<file path="config.mk">
export PLATFORM = sky130hd
export DESIGN_NAME = game_controller
export DESIGN_NICKNAME = d
export VERILOG_FILES = /design/src/rtl/game_controller.sv
export SDC_FILE = /design/constraint.sdc
export NUM_CORES = 1
export LEC_CHECK = 0
export BUFFER_PORTS_ARGS = -buffer_cell sky130_fd_sc_hd__buf_2
export CORE_AREA = 2 2 60 76
export DETAILED_ROUTE_END_ITERATION = 8
export DIE_AREA = 0 0 62 78
export PLACE_DENSITY = 0.7
export SLEW_MARGIN = 20
export SYNTH_ARGS = -nofsm -noshare
export SYNTH_HDL_FRONTEND = slang
export SYNTH_SLANG_ARGS = --single-unit
</file>
<file path="constraint.sdc">
create_clock -name clk -period 2 [get_ports clk]
set_input_delay 0.3 -clock clk [delete_from_list [all_inputs] [get_ports clk]]
set_output_delay 0.3 -clock clk [all_outputs]
set_load 0.01 [all_outputs]
</file>
<file path="src/rtl/game_controller.sv">
// rtl/game_controller.sv - 2048 move-pass sequencer: button edges to row shifts, tile spawns and win/loss check
module game_controller #(
  parameter int N        = 4,
  parameter int GOAL_LOG = 11,
  localparam int SW      = (N > 1) ? $clog2(N) : 1
) (
  input  logic          clk,
  input  logic          rst,
  input  logic          btn_start,
  input  logic          btn_up,
  input  logic          btn_down,
  input  logic          btn_left,
  input  logic          btn_right,
  input  logic          row_done,
  input  logic          row_moved,
  input  logic          spawn_ack,
  input  logic [3:0]    max_tile_log,
  input  logic          board_full,
  input  logic          merge_possible,
  output logic          board_clr,
  output logic          row_start,
  output logic [SW-1:0] row_sel,
  output logic [1:0]    dir,
  output logic          spawn_req,
  output logic [2:0]    state,
  output logic          won,
  output logic          lost,
  output logic          busy,
  output logic [15:0]   move_count
);

  typedef enum logic [2:0] {
    S_IDLE  = 3'd0,
    S_CLEAR = 3'd1,
    S_WAIT  = 3'd2,
    S_SHIFT = 3'd3,
    S_SPAWN = 3'd4,
    S_CHECK = 3'd5,
    S_WON   = 3'd6,
    S_LOST  = 3'd7
  } state_t;

  state_t          state_q, state_d;
  logic [1:0]      dir_q, dir_d;
  logic [SW-1:0]   row_sel_q, row_sel_d;
  logic [15:0]     move_count_q, move_count_d;
  logic [1:0]      spawn_cnt_q, spawn_cnt_d;
  logic            moved_acc_q, moved_acc_d;
  logic            launched_q, launched_d;
  logic            gap_q, gap_d;
  logic [4:0]      btn_prev_q;

  logic [4:0]      btn_now;
  logic [4:0]      btn_edge;
  logic            start_edge;
  logic            dir_go;
  logic [1:0]      dir_new;

  assign btn_now    = {btn_start, btn_right, btn_left, btn_down, btn_up};
  assign btn_edge   = btn_now & ~btn_prev_q;
  assign start_edge = btn_edge[4];

  // A move needs exactly one direction edge; chords are discarded.
  always_comb begin
    dir_go  = 1'b1;
    dir_new = 2'd0;
    case (btn_edge[3:0])
      4'b0001: dir_new = 2'd0;
      4'b0010: dir_new = 2'd1;
      4'b0100: dir_new = 2'd2;
      4'b1000: dir_new = 2'd3;
      default: dir_go  = 1'b0;
    endcase
  end

  always_comb begin
    state_d      = state_q;
    dir_d        = dir_q;
    row_sel_d    = row_sel_q;
    move_count_d = move_count_q;
    spawn_cnt_d  = spawn_cnt_q;
    moved_acc_d  = moved_acc_q;
    launched_d   = launched_q;
    gap_d        = gap_q;
    board_clr    = 1'b0;
    row_start    = 1'b0;
    spawn_req    = 1'b0;

    case (state_q)
      S_IDLE, S_WON, S_LOST: begin
        if (start_edge) state_d = S_CLEAR;
      end
      S_CLEAR: begin
        board_clr    = 1'b1;
        move_count_d = 16'd0;
        spawn_cnt_d  = 2'd2;
        gap_d        = 1'b0;
        state_d      = S_SPAWN;
      end
      S_WAIT: begin
        if (start_edge) begin
          state_d = S_CLEAR;
        end else if (dir_go) begin
          dir_d       = dir_new;
          row_sel_d   = '0;
          moved_acc_d = 1'b0;
          launched_d  = 1'b0;
          state_d     = S_SHIFT;
        end
      end
      S_SHIFT: begin
        // launched_q masks row_done during the row_start cycle.
        if (!launched_q) begin
          row_start  = 1'b1;
          launched_d = 1'b1;
        end else if (row_done) begin
          launched_d  = 1'b0;
          moved_acc_d = moved_acc_q | row_moved;
          if (row_sel_q != SW'(N - 1)) begin
            row_sel_d = row_sel_q + SW'(1);
          end else if (moved_acc_q | row_moved) begin
            if (move_count_q != 16'hFFFF) move_count_d = move_count_q + 16'd1;
            spawn_cnt_d = 2'd1;
            gap_d       = 1'b0;
            state_d     = S_SPAWN;
          end else begin
            state_d = S_WAIT;
          end
        end
      end
      S_SPAWN: begin
        if (spawn_cnt_q == 2'd0) begin
          state_d = S_CHECK;
        end else if (gap_q) begin
          gap_d = 1'b0;
        end else begin
          spawn_req = 1'b1;
          if (spawn_ack) begin
            spawn_cnt_d = spawn_cnt_q - 2'd1;
            gap_d       = 1'b1;
          end
        end
      end
      S_CHECK: begin
        if (int'(max_tile_log) >= GOAL_LOG)       state_d = S_WON;
        else if (board_full && !merge_possible)  state_d = S_LOST;
        else                                     state_d = S_WAIT;
      end
      default: state_d = S_IDLE;
    endcase
  end

  always_ff @(posedge clk) begin
    if (!rst) begin
      state_q      <= S_IDLE;
      dir_q        <= 2'd0;
      row_sel_q    <= '0;
      move_count_q <= 16'd0;
      spawn_cnt_q  <= 2'd0;
      moved_acc_q  <= 1'b0;
      launched_q   <= 1'b0;
      gap_q        <= 1'b0;
      btn_prev_q   <= 5'd0;
    end else begin
      state_q      <= state_d;
      dir_q        <= dir_d;
      row_sel_q    <= row_sel_d;
      move_count_q <= move_count_d;
      spawn_cnt_q  <= spawn_cnt_d;
      moved_acc_q  <= moved_acc_d;
      launched_q   <= launched_d;
      gap_q        <= gap_d;
      btn_prev_q   <= btn_now;
    end
  end

  assign state      = state_q;
  assign dir        = dir_q;
  assign row_sel    = row_sel_q;
  assign move_count = move_count_q;
  assign won        = (state_q == S_WON);
  assign lost       = (state_q == S_LOST);
  assign busy       = (state_q == S_CLEAR) || (state_q == S_SHIFT) ||
                      (state_q == S_SPAWN) || (state_q == S_CHECK);

endmodule

</file>
# Yosys cells after proc, flatten, opt, wreduce, memory -nomap -nowiden

Cells that the tools add are included.

Register bits: 33
Input port bits: 16
Output and inout bits: 29
Logic and storage cells: 119

Add/sub/neg operators: 3
Order comparisons: 1
Eq/ne operators: 27
Mux-type cells: 55
Bitwise operators: 4
Reductions and logical operators: 20

Operator list:

| operator                                                              | count |
|---|---|
| 16-bit 2-to-1 mux                                                     | 5 |
| 16-bit case mux with 2 select lines                                   | 1 |
| 3-bit 2-to-1 mux                                                      | 10 |
| 2-bit != test, second input constant                                  | 14 |
| 2-bit 2-to-1 mux                                                      | 12 |
| 6-bit AND reduction                                                   | 4 |
| 1-bit 2-to-1 mux                                                      | 20 |
| 3-bit case mux with 6 select lines                                    | 1 |
| 16-bit by 1-bit adder with 16-bit output, second input constant       | 1 |
| 16-bit != test, second input constant                                 | 1 |
| 3-bit equality test, second input constant                            | 4 |
| 2-bit case mux with 3 select lines                                    | 2 |
| 8-bit AND reduction                                                   | 1 |
| 3-bit by 2-bit equality test with 1-bit output, second input constant | 2 |
| 3-bit AND reduction                                                   | 2 |
| 5-bit AND                                                             | 1 |
| 5-bit NOT                                                             | 1 |
| 5-bit AND reduction                                                   | 1 |
| 4-bit by 1-bit equality test with 1-bit output, second input constant | 1 |
| 4-bit by 2-bit equality test with 1-bit output, second input constant | 1 |
| 4-bit by 3-bit equality test with 1-bit output, second input constant | 1 |
| 4-bit equality test, second input constant                            | 1 |
| 4-bit greater-or-equal comparator, second input constant              | 1 |
| 1-bit case mux with 2 select lines                                    | 2 |
| 17 further kinds                                                      | 20 |

# Depth between registers and ports, before layout

Depth in word-level cells: 8
Depth in mapped cells: 8
Depth with buffers taken out: 8

# Worst setup path before layout

OpenSTA, ideal clock, no wires.

Path kind: register -> register
Start: reg row_sel_q[0], in the netlist row_sel[0]
End: reg move_count_q[11], in the netlist move_count[11]
Setup time: 0.125 ns
Arrival time: 1.622 ns
Required time: 1.875 ns
Path slack: 0.253 ns
Stages on the path, launching flop included: 8
Buffers on the path: 0
Period minus slack after synthesis: 1.747 ns
Path through: dfxtp_1 > ha_1 > o2111a_1 > o21ai_2 > a2111oi_4 > nand4_1 > xor2_1 > nor2_2

Word-level cells in the longest chain between the ends: 3

RTL lines:

| element                       | line | source |
|---|---|---|
| start, declared               | 45   | `logic [SW-1:0] row_sel_q, row_sel_d;` |
| start signal, assigned        | 167  | `row_sel_q <= row_sel_d;` |
| 2-bit != test                 | 119  | `if (row_sel_q != SW'(N - 1)) begin` |
| 2-bit != test (no line)       | --   |  |
| 6-bit AND reduction (no line) | --   |  |
| end signal, assigned          | 168  | `move_count_q <= move_count_d;` |
| end, declared                 | 46   | `logic [15:0] move_count_q, move_count_d;` |

No other way between the ends.
A chain may end at the register's enable or synchronous reset.

# Worst setup path after layout

Start: reg move_count_q[3], in the netlist move_count[3]
End: reg move_count_q[11], in the netlist move_count[11]

Word-level cells in the longest chain between the ends: 7
Elaborated cells between the ends (all ways): 10
Classes of those cells: add/sub (1); eq/ne (2); mux (6); reduce/logical (1)

RTL lines:

| element                                  | line | source |
|---|---|---|
| 16-bit by 1-bit adder with 16-bit output | 122  | `if (move_count_q != 16'hFFFF) move_count_d = move_count_q + 16'd1;` |
| 16-bit 2-to-1 mux                        | 122  |  |
| 16-bit 2-to-1 mux                        | 121  | `end else if (moved_acc_q \| row_moved) begin` |
| 16-bit 2-to-1 mux                        | 119  |  |
| 16-bit 2-to-1 mux                        | 116  | `end else if (row_done) begin` |
| 16-bit 2-to-1 mux                        | 113  | `if (!launched_q) begin` |
| 16-bit case mux with 2 select lines      | 89   | `case (state_q)` |

Several ways; a longest one is shown, not always the timed one. The select of a mux whose other input is x is not followed.

==> results.sh <==
export IMPL_synth_nets=230
export IMPL_wl_per_cell_um=12.2
export IMPL_ant_nets=0
export IMPL_overflow=0
export IMPL_crit_chain="and4_1 -> nand3_1 -> a2111oi_4 -> nand4_1 -> xor2_1 -> nor2_2"
export IMPL_finalWeightedCongestion=0.752
export IMPL_diodes=0
export IMPL_grt_pass1_vias=1454
export IMPL_synth_compound_area_share=0.178
export IMPL_dr_wl_met3_um=173
export IMPL_start_kind="flop"
export IMPL_endpoint_kind="flop"
export IMPL_clock_latency_ns=0.29
export IMPL_yosys_most_used_dff="dfxtp_1"
export IMPL_fp_dieW_um=62
export IMPL_rsz0062_at_grt="false"
export IMPL_synth_xor_area_frac=0.0829
export IMPL_clkSlewWorstSetupHoldPaths_ns=0.07
export IMPL_htree_num_levels=2
export IMPL_synth_edff_count=0
export IMPL_initial_utilization=0.442
export IMPL_place_hpwl_mm=2.90
export IMPL_cts_root_buf="clkbuf_8"
export IMPL_synth_seq_cells=33
export IMPL_drc=0
export IMPL_ios=45
export IMPL_routed_via_density=5.19
export IMPL_rows=26
export IMPL_dr_wl_met2_mm=1.99
export IMPL_fp_dieArea_sq_um=4840
export IMPL_via_count=1646
export IMPL_design_core_area_sq_um=4070
export IMPL_finalWirelength_mm=3.86
export IMPL_area_growth_syn_to_layout_pct=22.7
export IMPL_numCtsBuffers=5
export IMPL_wl_met1_mm=1.62
export IMPL_cp_slowest_cell="a2111oi_4"
export IMPL_hold_viol_final=0
export IMPL_synth_top_area_share=0.368
export IMPL_clockBufferDepth=2
export IMPL_drv_cap=0
export IMPL_fin_crit_ns=1.79
export IMPL_fp_dieH_um=78
export IMPL_cts_sinks=33
export IMPL_portBuffers=44
export IMPL_yosysSeqAreaShare=0.368
export IMPL_grt_max_degree=16
export IMPL_crit_required_ns=2.18
export IMPL_netlist_area_sq_um=1800
export IMPL_pwr_density_cell_nw_per_um2=852
export IMPL_async_flop_share=0
export IMPL_cts_resized=0
export IMPL_fmax_mhz=557
export IMPL_synthDistinctLibCells=49
export IMPL_dr_first_iter_drc_count=106
export IMPL_grtUsageTotal=0.172
export IMPL_synthMuxAreaShare=0.0111
export IMPL_grt_pass1_wl_mm=6.27
export IMPL_synth_top_family_by_area="simple AND/OR/NAND/NOR gates"
export IMPL_slew_headroom=0.683
export IMPL_cts_tree="done"
export IMPL_drive_above_1_share=0.276
export IMPL_yosys_area_share_adder=0.0279
export IMPL_leakagePower_nw=0.951
export IMPL_worstSetupPathType="reg -> reg"
export IMPL_period_share=0.897
export IMPL_path_delay_family="simple AND/OR/NAND/NOR gates"
export IMPL_synthSimpleGateAreaFrac=0.297
export IMPL_fin_worst_skew_ns=0.00309
export IMPL_top_layer_used="met4"
export IMPL_ir_drop_mv=0.404
export IMPL_crit_path_max_fanout=5
export IMPL_syn_avg_cell_area_sq_um=8.56
export IMPL_tns_ns=0
export IMPL_drv_slew=0
export IMPL_synth_area_leaders="dfxtp_1 37%, xor2_1 6.3%, nor2_1 5.4%"
export IMPL_crit_buf_inv=0
export IMPL_dpl_instance_area_sq_um=2100
export IMPL_setup_viol=0
export IMPL_syn_inst=210
export IMPL_antenna_found_initial=0
export IMPL_min_path_type="in -> reg"
export IMPL_synth_warnings=0
export IMPL_cts_hold_fix_buffers=0
export IMPL_first_pass_iters=4
export IMPL_cts_setup_buffers=0
export IMPL_status="completed"
export IMPL_fin_nets=280
export IMPL_arrival_ns=1.98
export IMPL_final_area_sq_um=2200
export IMPL_tightestPinTransition_ns=0.474
export IMPL_max_stage_delay_ns=0.43
export IMPL_yosysTopAreaCell="dfxtp_1"
-- area by class of cell --
type	count	area, sq um
clock inverter	1	5.00
clock buffer	7	96.3
fill	411	1860
timing repair buffer	52	280
inverter	5	18.8
sequential	33	661
tap	56	70.1
multi-input combinational	163	1070
-- synthesized netlist by cell type (4+ instances only) --
cell and n:
ha_1 4, o21ai_0 8, a21oi_1 11, nand3_1 15, nand4_1 6, dfxtp_1 33
nand2b_1 5, xor2_1 13, nor2_1 26, nand2_1 18, clkbuf_1 6, xnor2_1 4
and2_1 5, inv_1 5, and3_1 5, a211oi_1 4
-- cells by family (layout without fill, tap and decap cells) --
family                   after synthesis  after routing
buffers and inverters                 14             65
multiplexers                           2              2
AO/OA/AOI/OAI                         43             43
adder cells (fa/ha/maj)                4              4
XOR/XNOR                              17             17
AND/OR/NAND/NOR                       97             97
flip-flops                            33             33
-- sequential cells by signal, summed over array words and instances (netlist names) --
| name | flops |
|---|---|
| move_count | 16 |
| state | 3 |
| gap_q | 1 |
| dir | 2 |
| moved_acc_q | 1 |
| spawn_cnt_q | 2 |
| launched_q | 1 |
| row_sel | 2 |
| btn_prev_q | 5 |
-- worst paths after layout --
| check | slack [ns] | start | cells past startpoint | endpoint |
|---|---|---|---|---|
| hold reg to reg | 0.46 | spawn_cnt_q[1] | 2 | spawn_cnt_q[1] |
| setup / recovery | 0.21 | move_count[3] | 6 | move_count[11] |
| setup reg to reg | 0.21 | move_count[3] | 6 | move_count[11] |
| hold / removal | 0.22 | btn_left | 2 | btn_prev_q[2] |
-- power by group --
part	internal, W	switching, W	leakage, nW
Clock	0.000311	0.000242	0.0542
Sequential	0.000697	0.0000305	0.268
Combinational	0.000254	0.000345	0.629
Total	0.00126	0.000618	0.951
-- per-layer routing --
| metal | track usage | vias to the layer above |
|---|---|---|
| met2 | 0.285 | 34 |
| met1 | 0.189 | 759 |
| met3 | 0.0567 | 9 |
| li1 | - | 844 |
| met5 | 0 | - |
| met4 | 0.0830 | 0 |
-- metrics by stage --
stage / setup slack [ns] / power (W) / cells / utilization / hold slack, ns
after detailed placement: 0.167 / 0.00134 / 309 / 0.517 / 0.449
after CTS: 0.125 / 0.00191 / 317 / 0.542 / 0.214
after global routing: 0.0482 / 0.00200 / 317 / 0.542 / 0.229
after floorplan: 0.253 / 0.00117 / 210 / - / 0.422
after global placement: 0.211 / 0.00132 / 309 / 0.517 / 0.441
final: 0.205 / 0.00188 / 317 / 0.542 / 0.223
-- layout by cell type, fill, tap and decap left out, types with 2 or more instances in the layout --
cell / instances
nand3_1: 15
buf_2: 44
nand4_1: 6
nand2_1: 18
a31oi_1: 2
and4_1: 2
dfxtp_1: 33
ha_1: 4
o22ai_1: 2
o21ai_0: 8
a22oi_1: 2
a211oi_1: 4
nand2b_1: 5
and2_1: 5
nor2_1: 26
nor2b_1: 2
clkbuf_8: 7
buf_4: 8
o31ai_1: 2
xnor2_1: 4
a21o_1: 2
and3_1: 5
mux2i_1: 2
xor2_1: 13
a21oi_1: 11
inv_1: 5
(Power assumes the default switching activity.)
